[src/rtl/quad_encoder_pair_pkg.sv]
// Shared encodings for the quadrature generator/decoder pair: direction codes
// and the Gray step tables that both sides agree on.
package quad_encoder_pair_pkg;

    localparam logic [1:0] DIR_IDLE = 2'b00;
    localparam logic [1:0] DIR_CW   = 2'b01;
    localparam logic [1:0] DIR_CCW  = 2'b10;
    localparam logic [1:0] DIR_ERR  = 2'b11;

    // State value is the {A,B} pair itself, so outputs come straight off the flops.
    typedef enum logic [1:0] {
        AB_00 = 2'b00,
        AB_10 = 2'b10,
        AB_11 = 2'b11,
        AB_01 = 2'b01
    } ab_state_t;

    function automatic logic [1:0] next_cw(input logic [1:0] ab);
        logic [1:0] r;
        case (ab)
            2'b00:   r = 2'b10;
            2'b10:   r = 2'b11;
            2'b11:   r = 2'b01;
            default: r = 2'b00;
        endcase
        return r;
    endfunction

    function automatic logic [1:0] next_ccw(input logic [1:0] ab);
        logic [1:0] r;
        case (ab)
            2'b00:   r = 2'b01;
            2'b01:   r = 2'b11;
            2'b11:   r = 2'b10;
            default: r = 2'b00;
        endcase
        return r;
    endfunction

    function automatic logic [1:0] decode_dir(input logic [1:0] prev, input logic [1:0] cur);
        logic [1:0] r;
        if (cur == prev)                r = DIR_IDLE;
        else if (cur == next_cw(prev))  r = DIR_CW;
        else if (cur == next_ccw(prev)) r = DIR_CCW;
        else                            r = DIR_ERR;
        return r;
    endfunction

endpackage

[src/rtl/quad_encoder_pair_if.sv]
// Step-request / quadrature / direction bundle between the block and its user.
interface quad_encoder_pair_if;
    logic       horario;
    logic       antihorario;
    logic       A;
    logic       B;
    logic [1:0] dir;

    modport master (output horario, output antihorario, input A, input B, input dir);
    modport slave  (input horario, input antihorario, output A, output B, output dir);
endinterface

[src/rtl/quad_encoder_pair_encoder.sv]
// Quadrature generator: one Gray step per clock in the requested direction;
// simultaneous or absent requests hold the position.
module quad_encoder_pair_encoder
    import quad_encoder_pair_pkg::*;
(
    input  logic clk,
    input  logic rst_n,
    input  logic horario,
    input  logic antihorario,
    output logic A,
    output logic B
);

    ab_state_t state, state_nxt;

    // rst_n is active-high despite its name.
    always_ff @(posedge clk or posedge rst_n) begin
        if (rst_n) state <= AB_00;
        else       state <= state_nxt;
    end

    always_comb begin
        state_nxt = state;
        case ({horario, antihorario})
            2'b10:   state_nxt = ab_state_t'(next_cw(state));
            2'b01:   state_nxt = ab_state_t'(next_ccw(state));
            default: state_nxt = state;
        endcase
    end

    assign {A, B} = state;

endmodule

[src/rtl/quad_encoder_pair_reader.sv]
// Quadrature decoder: compares the registered previous {A,B} with the live
// pair, so a step is reported during the cycle right after it happens.
module quad_encoder_pair_reader
    import quad_encoder_pair_pkg::*;
(
    input  logic       clk,
    input  logic       rst_n,
    input  logic       A,
    input  logic       B,
    output logic [1:0] dir
);

    logic [1:0] prev;

    always_ff @(posedge clk or posedge rst_n) begin
        if (rst_n) prev <= 2'b00;
        else       prev <= {A, B};
    end

    assign dir = decode_dir(prev, {A, B});

endmodule

[src/rtl/quad_encoder_pair.sv]
// Encoder/decoder loopback: the generated A/B pair feeds the direction decoder.
module quad_encoder_pair
    import quad_encoder_pair_pkg::*;
(
    input  logic                 clk,
    input  logic                 rst_n,
    quad_encoder_pair_if.slave   bus
);

    logic enc_a, enc_b;

    quad_encoder_pair_encoder u_encoder (
        .clk         (clk),
        .rst_n       (rst_n),
        .horario     (bus.horario),
        .antihorario (bus.antihorario),
        .A           (enc_a),
        .B           (enc_b)
    );

    quad_encoder_pair_reader u_reader (
        .clk   (clk),
        .rst_n (rst_n),
        .A     (enc_a),
        .B     (enc_b),
        .dir   (bus.dir)
    );

    assign bus.A = enc_a;
    assign bus.B = enc_b;

endmodule

[src/flat_wrapper.sv]
// flat-port wrapper written by rule: the top's interface ports become plain ports
module quad_encoder_pair_flat import quad_encoder_pair_pkg::*;
  (clk, rst_n, bus_horario, bus_antihorario, bus_A, bus_B, bus_dir);
  quad_encoder_pair_if bus_i ();
  input  logic clk;
  input  logic rst_n;
  input wire logic [$bits(bus_i.horario)-1:0] bus_horario;
  input wire logic [$bits(bus_i.antihorario)-1:0] bus_antihorario;
  output wire logic [$bits(bus_i.A)-1:0] bus_A;
  output wire logic [$bits(bus_i.B)-1:0] bus_B;
  output wire logic [$bits(bus_i.dir)-1:0] bus_dir;
  assign bus_i.horario = bus_horario;
  assign bus_i.antihorario = bus_antihorario;
  assign bus_A = bus_i.A;
  assign bus_B = bus_i.B;
  assign bus_dir = bus_i.dir;
  quad_encoder_pair u_core (.clk(clk), .rst_n(rst_n), .bus(bus_i));
endmodule
[config.mk]
export PLATFORM = sky130hd
export DESIGN_NAME = quad_encoder_pair_flat
export DESIGN_NICKNAME = d
export VERILOG_FILES = /design/src/rtl/quad_encoder_pair_pkg.sv /design/src/rtl/quad_encoder_pair_if.sv /design/src/rtl/quad_encoder_pair_encoder.sv /design/src/rtl/quad_encoder_pair_reader.sv /design/src/rtl/quad_encoder_pair.sv /design/src/flat_wrapper.sv
export SDC_FILE = /design/constraint.sdc
export NUM_CORES = 1
export LEC_CHECK = 0
export ABC_AREA = 1
export BUFFER_PORTS_ARGS = -buffer_cell sky130_fd_sc_hd__buf_2
export CAP_MARGIN = 15
export CORE_AREA = 3 3 40 42
export DETAILED_ROUTE_END_ITERATION = 8
export DIE_AREA = 0 0 43 45
export PLACE_DENSITY = 0.51
export SYNTH_ARGS = -nofsm -noshare
export SYNTH_HDL_FRONTEND = slang
export SYNTH_SLANG_ARGS = --single-unit
[constraint.sdc]
create_clock -name clk -period 0.96 [get_ports clk]
set_clock_uncertainty 0.2 [all_clocks]
set_input_delay 0.096 -clock clk [delete_from_list [all_inputs] [get_ports clk]]
set_output_delay 0.096 -clock clk [all_outputs]
set_load 0.01 [all_outputs]
==> reports/metrics.cfg <==
[timing]
setup_viol = 8
period_share_pct = 149
hold_viol = 0
rsz0062_at_grt = yes
hold_ws_ns = 0.0386
min_period_ns = 1.43
drv_slew = 0
fin_ws_ns = -0.471
worst_pin_slew_ns = 0.140
fmax_mhz = 699
max_slew_margin_pct = 90.6

[placed_design]
place.gp.congestion = 0.646
port_buffers = 7
place_inst = 69
dpl.hpwl_um = 405

[grt]
gr-total-overflow = 0
grt_first_pass_wirelength_um = 1040
grt_max_degree = 6
grt_use_total_pct = 7.61
antenna_found_initial = 0
grt_pass1_vias = 294

[yosys]
synth.most_common_cell = nand2_1
postSynthCellCount = 45
ys_types = 7
seq_area_frac_synth_pct = 36.7
synth_flop_cell = dfrtp_1
synth.largest_area_cell = nand2_1
synth_warnings = 0
synth_nets = 50
syn_area_sq_um = 273
synth-seq-cells = 4
synth_top_area_share_pct = 39.9
synth_area_leaders = nand2_1 (40%), dfrtp_1 (37%), inv_1 (9.6%)
async_flop_share_pct = 100
syn_area_per_cell_sq_um = 6.06
netlist_top_cells_count = nand2_1 (29), inv_1 (7), dfrtp_1 (4)
synth_edf_count = 0

[floorplan]
die_h_um = 45
rows = 13
initial_utilization_pct = 21.2
io_pins = 8
core_area_sq_um = 1280
die_x_um = 43
dieArea_sq_um = 1940

[worst_setup_path]
critPathLaunchType = register
crit_family = buffers and inverters
crit_slowest_cell = dfrtp_2
path_buf_inv = 4
cp_data_required_time_ns = 0.66
crit_top_cell = buf_6
path_class = reg2out
crit_chain = buf_4 > buf_6 > buf_6 > buf_6
cp.arrival_ns = 1.13
end_kind = output port
worstPathMaxFanout = 5
critical_path.max_stage_delay_ns = 0.43

[layout]
drive_gt1_share_pct = 36.1
fin_nets = 68
fin_util_pct = 34.4
antenna_cells = 0
syn2layout_area_growth_pct = 61.9
n_fill_cell = 142
final_cell_count_no_fill = 76

[pwr]
p_per_area_nw_per_um2 = 3260
p_leak_nw = 0.269
vdd_drop_max_uv = 1100

[clocking]
htreeDepth = 1
numCtsBuffers = 3
clockBufferDepth = 2
clk_latency_ns = 0.24
cts-root-buf = clkbuf_4
cts_tree = yes
clk_pin_slew_worst_paths_ns = 0.04
clkSinkCount = 4

[routing]
finalWirelength_um = 594
ant_nets = 0
drtPass1Iterations = 3
vias_per_cell = 3.84
vias = 292
drc = 0
wl_per_cell_um = 7.82
drt-initial-drc-count = 4

[outcome]
violations = setup timing
status = finished with violations

[job]
maxCapViolCount = 0

[min_path]
holdCritPathClass = in2reg

[worst paths after layout]
path | from | to | slack [ns] | cells after the start
min in group asynchronous | rst_n | u_core.u_reader.prev[0]$_DFF_PP0_ | 0.08 | 3
worst max-delay path | u_core.u_encoder.state[0]$_DFFE_PP0P_ | bus_B | -0.47 | 4
max in group asynchronous | rst_n | u_core.u_encoder.state[0]$_DFFE_PP0P_ | 0.32 | 3
worst min register to register | u_core.u_encoder.state[1]$_DFFE_PP0P_ | u_core.u_reader.prev[1]$_DFF_PP0_ | 0.44 | 2
worst min-delay path | bus_antihorario | u_core.u_encoder.state[1]$_DFFE_PP0P_ | 0.04 | 4
worst max register to register | u_core.u_encoder.state[0]$_DFFE_PP0P_ | u_core.u_encoder.state[1]$_DFFE_PP0P_ | -0.37 | 6
[worst register-to-register path, cell delays in order (launching register included)]
cell and delay, ns:
dfrtp_2 0.43, buf_4 0.15, buf_6 0.11, buf_6 0.11, xnor2_1 0.12, nand2_1 0.07
nand2_1 0.04
[cell families after synthesis]
kind of cell | Yosys count | synth area share [%]
xor+xnor | 2 | 6.42
fa+ha+maj | 1 | 4.59
buf+inv | 9 | 12.4
flops | 4 | 36.7
simple gates | 29 | 39.9
[cell type report]
type,instances,area (sq um),share of cell area (%)
Inverter,9,33.8,7.65
Multi-Input combinational cell,32,141,32.0
Tap cell,15,18.8,4.25
Timing Repair Buffer,13,123,27.8
Clock buffer,3,22.5,5.10
Sequential cell,4,103,23.2
[per-layer routing]
layer,part of all wire [%],global-route usage (%),vias to the layer above
li1,-,-,160
met1,38,6.83,123
met2,55,12.9,7
met3,4.4,1.99,2
met4,3.2,9.04,0
met5,0,0,-
[repair_timing]
item,CTS,global route
pin swaps,2,0
setup buffers,2,1
hold buffers,1,0
endpoints found under the setup margin,6,8
hold endpoints to repair,4,0
resized for setup,6,4
[sequential cells by signal, indices dropped and copies added (netlist names)]
signal	flops
u_core.u_encoder.state	2
u_core.u_reader.prev	2
[stage by stage]
step	setup TNS (ns)	area [sq um]	total power [mW]	setup slack, ns
final	-2.51	442	1.44	-0.471
after global routing	-2.90	442	1.59	-0.541
after CTS	-2.25	418	1.34	-0.453
after detailed placement	-0.821	344	0.945	-0.212
after global placement	-0.841	344	0.947	-0.210
after floorplan	-0.288	275	0.724	-0.107
[power breakdown]
group	switching, mW	internal (mW)	leakage [nW]	total [mW]
clock network	0.0710	0.140	0.0138	0.211
registers	0.0839	0.242	0.0462	0.326
logic	0.412	0.492	0.209	0.904
[placed cells by master (no fill, tap or decap)]
cell,instances
buf_2,3
buf_4,1
buf_6,8
clkbuf_4,3
dfrtp_1,2
dfrtp_2,2
dlygate4sd3_1,1
ha_1,1
inv_1,5
inv_2,4
nand2_1,28
nand2_2,1
xnor2_1,1
xor2_1,1
Note: power is estimated with default switching activity, not from simulation.
